File: src/rtl/issue_arbiter.sv
// Oldest-first issue arbiter for one ALU port and one multi-cycle MDU port.
// Age is the modular distance of each entry's ROB tag from the ROB head.
module issue_arbiter #(
   parameter int RS_ENTRIES = 8,
   parameter int TAG_W      = 4,
   parameter int MDU_LAT    = 4
) (
   input  logic                          clk,
   input  logic                          reset,
   input  logic                          flush,
   input  logic [TAG_W-1:0]              rob_head_tag,
   input  logic [RS_ENTRIES-1:0]         rs_valid,
   input  logic [RS_ENTRIES-1:0]         rs_ready,
   input  logic [RS_ENTRIES-1:0]         rs_is_mdu,
   input  logic [RS_ENTRIES*TAG_W-1:0]   rs_tag,
   output logic                          alu_grant_valid,
   output logic [$clog2(RS_ENTRIES)-1:0] alu_grant_idx,
   output logic                          mdu_grant_valid,
   output logic [$clog2(RS_ENTRIES)-1:0] mdu_grant_idx,
   output logic                          mdu_busy,
   output logic                          mdu_done,
   output logic [TAG_W-1:0]              mdu_done_tag,
   output logic                          mdu_stall
);

   localparam int IDX_W = $clog2(RS_ENTRIES);
   localparam int CNT_W = $clog2(MDU_LAT) + 1;

   typedef enum logic {
      S_IDLE = 1'b0,
      S_BUSY = 1'b1
   } state_t;

   state_t             r_state;
   logic [CNT_W-1:0]   r_cnt;
   logic [TAG_W-1:0]   r_done_tag;

   logic [RS_ENTRIES-1:0] w_alu_elig;
   logic [RS_ENTRIES-1:0] w_mdu_elig;
   logic [TAG_W-1:0]      w_age [RS_ENTRIES];

   logic                  w_alu_any;
   logic [IDX_W-1:0]      w_alu_sel;
   logic [TAG_W-1:0]      w_alu_best;
   logic                  w_mdu_any;
   logic [IDX_W-1:0]      w_mdu_sel;
   logic [TAG_W-1:0]      w_mdu_best;
   logic [TAG_W-1:0]      w_mdu_tag;

   logic                  w_live;
   logic                  w_idle;
   logic                  w_busy;

   assign w_alu_elig = rs_valid & rs_ready & ~rs_is_mdu;
   assign w_mdu_elig = rs_valid & rs_ready & rs_is_mdu;

   // Modular subtraction makes ROB wrap-around transparent to the compare.
   always_comb begin
      for (int i = 0; i < RS_ENTRIES; i++) begin
         w_age[i] = rs_tag[i*TAG_W +: TAG_W] - rob_head_tag;
      end
   end

   // Strict less-than keeps the lowest index on equal ages.
   always_comb begin
      w_alu_any  = 1'b0;
      w_alu_sel  = '0;
      w_alu_best = '0;
      w_mdu_any  = 1'b0;
      w_mdu_sel  = '0;
      w_mdu_best = '0;
      w_mdu_tag  = '0;
      for (int i = 0; i < RS_ENTRIES; i++) begin
         if (w_alu_elig[i] && (!w_alu_any || w_age[i] < w_alu_best)) begin
            w_alu_any  = 1'b1;
            w_alu_sel  = IDX_W'(i);
            w_alu_best = w_age[i];
         end
         if (w_mdu_elig[i] && (!w_mdu_any || w_age[i] < w_mdu_best)) begin
            w_mdu_any  = 1'b1;
            w_mdu_sel  = IDX_W'(i);
            w_mdu_best = w_age[i];
            w_mdu_tag  = rs_tag[i*TAG_W +: TAG_W];
         end
      end
   end

   assign w_live = ~reset & ~flush;
   assign w_idle = (r_state == S_IDLE);
   assign w_busy = (r_state == S_BUSY);

   assign alu_grant_valid = w_alu_any & w_live;
   assign alu_grant_idx   = alu_grant_valid ? w_alu_sel : '0;
   assign mdu_grant_valid = w_mdu_any & w_idle & w_live;
   assign mdu_grant_idx   = mdu_grant_valid ? w_mdu_sel : '0;
   assign mdu_busy        = w_busy & ~reset;
   assign mdu_done        = w_busy & (r_cnt == '0) & w_live;
   assign mdu_done_tag    = r_done_tag;
   assign mdu_stall       = w_mdu_any & w_busy & w_live;

   always_ff @(posedge clk or posedge reset) begin
      if (reset) begin
         r_state    <= S_IDLE;
         r_cnt      <= '0;
         r_done_tag <= '0;
      end else if (flush) begin
         r_state <= S_IDLE;
         r_cnt   <= '0;
      end else begin
         case (r_state)
            S_IDLE: begin
               if (mdu_grant_valid) begin
                  r_state    <= S_BUSY;
                  r_cnt      <= CNT_W'(MDU_LAT - 1);
                  r_done_tag <= w_mdu_tag;
               end
            end
            S_BUSY: begin
               if (r_cnt == '0) begin
                  r_state <= S_IDLE;
               end else begin
                  r_cnt <= r_cnt - 1'b1;
               end
            end
            default: begin
               r_state <= S_IDLE;
               r_cnt   <= '0;
            end
         endcase
      end
   end

endmodule

File: config.mk
export PLATFORM = sky130hd
export DESIGN_NAME = issue_arbiter
export DESIGN_NICKNAME = d
export VERILOG_FILES = /design/src/rtl/issue_arbiter.sv
export SDC_FILE = /design/constraint.sdc
export NUM_CORES = 1
export LEC_CHECK = 0
export ABC_AREA = 1
export CORE_MARGIN = 2
export CORE_UTILIZATION = 48
export DETAILED_ROUTE_END_ITERATION = 12
export PLACE_DENSITY = 0.79
export SLEW_MARGIN = 20
export SYNTH_ARGS = -nofsm -noshare
export SYNTH_HDL_FRONTEND = slang
export SYNTH_SLANG_ARGS = --single-unit
export TNS_END_PERCENT = 1
File: constraint.sdc
create_clock -name clk -period 13 [get_ports clk]
set_input_delay 2.6 -clock clk [delete_from_list [all_inputs] [get_ports clk]]
set_output_delay 2.6 -clock clk [all_outputs]
set_load 0.05 [all_outputs]
==> results of run 1 <==
## metal layers
layer  global-route usage  vias to the layer above
met5                    0                        -
met4               0.0908                        0
met3               0.0263                       46
met2                0.493                      174
met1                0.282                     2044
li1                     -                     2221
## tightest hold or removal path, stage by stage, from the launching register on
cell and delay [ps]:
dfrtp_1 350, nand2_1 60, nand2_1 50
## power groups by stage
| stage | Sequential [mW] | Clock, mW | Combinational [mW] |
|---|---|---|---|
| after floorplan | 0.0453 | 0 | 0.208 |
| after global placement | 0.0323 | 0 | 0.312 |
| after detailed placement | 0.0322 | 0 | 0.327 |
| after CTS | 0.0325 | 0.0306 | 0.335 |
| after global routing | 0.0328 | 0.0316 | 0.452 |
| final | 0.0325 | 0.0301 | 0.413 |
## area by class of cell
cell class	count	area, µm²
clock buffer	3	41.3
fill	540	1860
inverter	86	327
sequential	8	200
tap	102	128
multi-input combinational	509	3850
timing repair buffer	124	1210
## flip-flops by register name, indices dropped and copies added, names as in the netlist
register / cells
mdu_done_tag: 4
r_state: 1
r_cnt: 3
## per-stage QoR
step,util,setup TNS (ps)
after CTS,0.665,-10.3
after floorplan,-,0
final,0.756,0
after global routing,0.756,-1180
after detailed placement,0.652,-2370
after global placement,0.652,-578
## cell families (layout without fill, tap and decap cells)
kind of cell,after synthesis,count (layout)
simple gates,312,312
compound gates,96,96
buf+inv,96,213
fa+ha+maj,76,76
xor+xnor,25,25
flops,8,8
## how the worst max path moves through the flow
stage | from | endpoint | slack, ps | cells past startpoint
after CTS | rob_head_tag[1] | mdu_grant_idx[1] | -10 | 63
final | rs_tag[0] | alu_grant_idx[0] | 230 | 58
after detailed placement | rob_head_tag[1] | alu_grant_idx[1] | -480 | 55
after global placement | rob_head_tag[1] | alu_grant_idx[2] | -190 | 50
after floorplan | rob_head_tag[1] | mdu_grant_idx[1] | 2 | 63
after global routing | rs_tag[0] | alu_grant_idx[0] | -230 | 64
## layout by cell type, fill, tap and decap left out, drive strengths merged, types with 16 or more instances in the layout
cell and count:
buf 53, nand2 223, nor2 30, clkdlybuf4s50 62
xnor2 16, inv 85, a21oi 31, ha 68
nand3 48, o21ai 60
## repair_timing
action | 4_1_cts | 5_1_grt
endpoints found under the hold margin | 0 | 0
setup buffers | 0 | 12
gates cloned | 0 | 0
setup endpoints to repair | 6 | 6
pin swaps | 0 | 48
hold buffers | 0 | 0
resized for setup | 34 | 118
==> out/metrics.cfg, run 1 <==
[status]
status=finished, final reports clean

[pwr]
internal_power_mw=0.225
clkPwrFrac=0.063
pwr-share-comb=0.868
switchingPower_mw=0.250
p_sw_frac=0.527
total_power_mw=0.475
pwr-share-seq=0.068
p_leak_nw=2.93
powerDensity_nw_per_um2=82.7
ir_worst_vdd_mv=0.0434

[global_routing]
grt_pass1_vias=4199
grt_pass1_wl_um=17800
antenna_found_initial=0
grt_usage=0.254
grt_max_degree=13
grt_remaining_overflow=0

[sta]
post-route-period-util=0.983
tightestPinTransition_ps=1340
finalClockSkew_ps=0.272
grt_setup_unrepaired=true
slew_viol_final=0
fmax_ghz=0.0783
fin_crit_ps=12770
hold_viol=0
fin_ws_ps=227
whs_ps=492
setup_violations=0
slew_headroom=0.0953

[logic_synthesis]
synth_common_cells=nand2_1 (185), inv_1 (85), ha_1 (68)
synth_most_common_cell=nand2_1
ys_warn_count=0
syn_area_um2=3720
synth_top_family_by_area=simple AND/OR/NAND/NOR gates
yosys.area_share.xor_xnor=0.0589
ys_seq_area_frac=0.0538
synth_compound_area_frac=0.133
ys_ff_latch=8
synth_cells=613
yosys-top-cells-area=ha_1 (23%), nand2_1 (19%), inv_1 (8.6%)
ys_dominant_reg_cell=dfrtp_1
ys_types=29
synth_top_cell_area_share=0.229
syn_avg_cell_area_um2=6.07
synth_edf_count=0
synth.largest_area_cell=ha_1
synthSimpleGateAreaFrac=0.385
async_reset_ff_frac=1.00
synthesis.nets=752
synthAdderAreaFrac=0.272
synth_mux_area_frac=0

[clock_network]
clk_path_buf_depth=2
cts_buffers=3
insertion_delay_ps=230
clock_sinks=8
cts_tree=done
clkTransAtPathRegs_ps=40
cts-root-buf=clkbuf_8
htree_num_levels=1

[finish]
nNetsFinal=871
syn2layout_area_growth_pct=54.6
num_antenna_cells=0
layout-drive-gt1-share=0.277
stdcell_area_um2=5750
fin_cells=832

[drt]
met1_length_um=4640
wl_met3_um=619
post-route-drc-count=0
dr.max_layer_used=met4
drtIter0Drc=178
ant_nets=0
dr_wl_met2_um=6640
first_pass_iters=5
vias_per_cell=5.39
num_vias=4485
avgRoutedWirePerCell_um=14.9
routed_wl_um=12400

[worst_setup_path]
critPathSlowestCell=fa_2
end_kind=primary output
critPathLaunchType=primary input
worstSetupPathType=primary input to primary output
crit_family=adder cells
reg2regPathDepth=7
crit_top_cell=nand2_1
crit_buf_inv=5
path_max_fanout=8
required_ps=10400
ff2ff_setup_slack_ps=11310
slowest_delay_ps=590
r2r-start=r_state
crit_arrival_ps=10170
worstReg2RegEnd=r_cnt[2]

[place]
dp_cells=817
gp_congestion=0.983
post-place-ws_ps=-476
placed_cell_area_um2=4960
io_buffers=77
hpwl_um=9160

[floorplanning]
fp.dieW_um=92.0
ios=78
coreArea_um2=7610
start_util=0.489
dieArea_um2=8470
die_h_um=92.0
rows=32

[hold_path]
worstHoldPathCells=2
min_from=mdu_done_tag[1]
hold_class=flip-flop to flip-flop
worstHoldEndpoint=mdu_done_tag[1]

[flow_run]
drv_cap=0

Power figures use the tool's default switching activity.
==> run 2: changes to the inputs <==
ABC_CLOCK_PERIOD_IN_PS = 13000   (was unset)
==> results of run 2 <==
No change in the layout: final DEF, timing and power equal those of run 1.
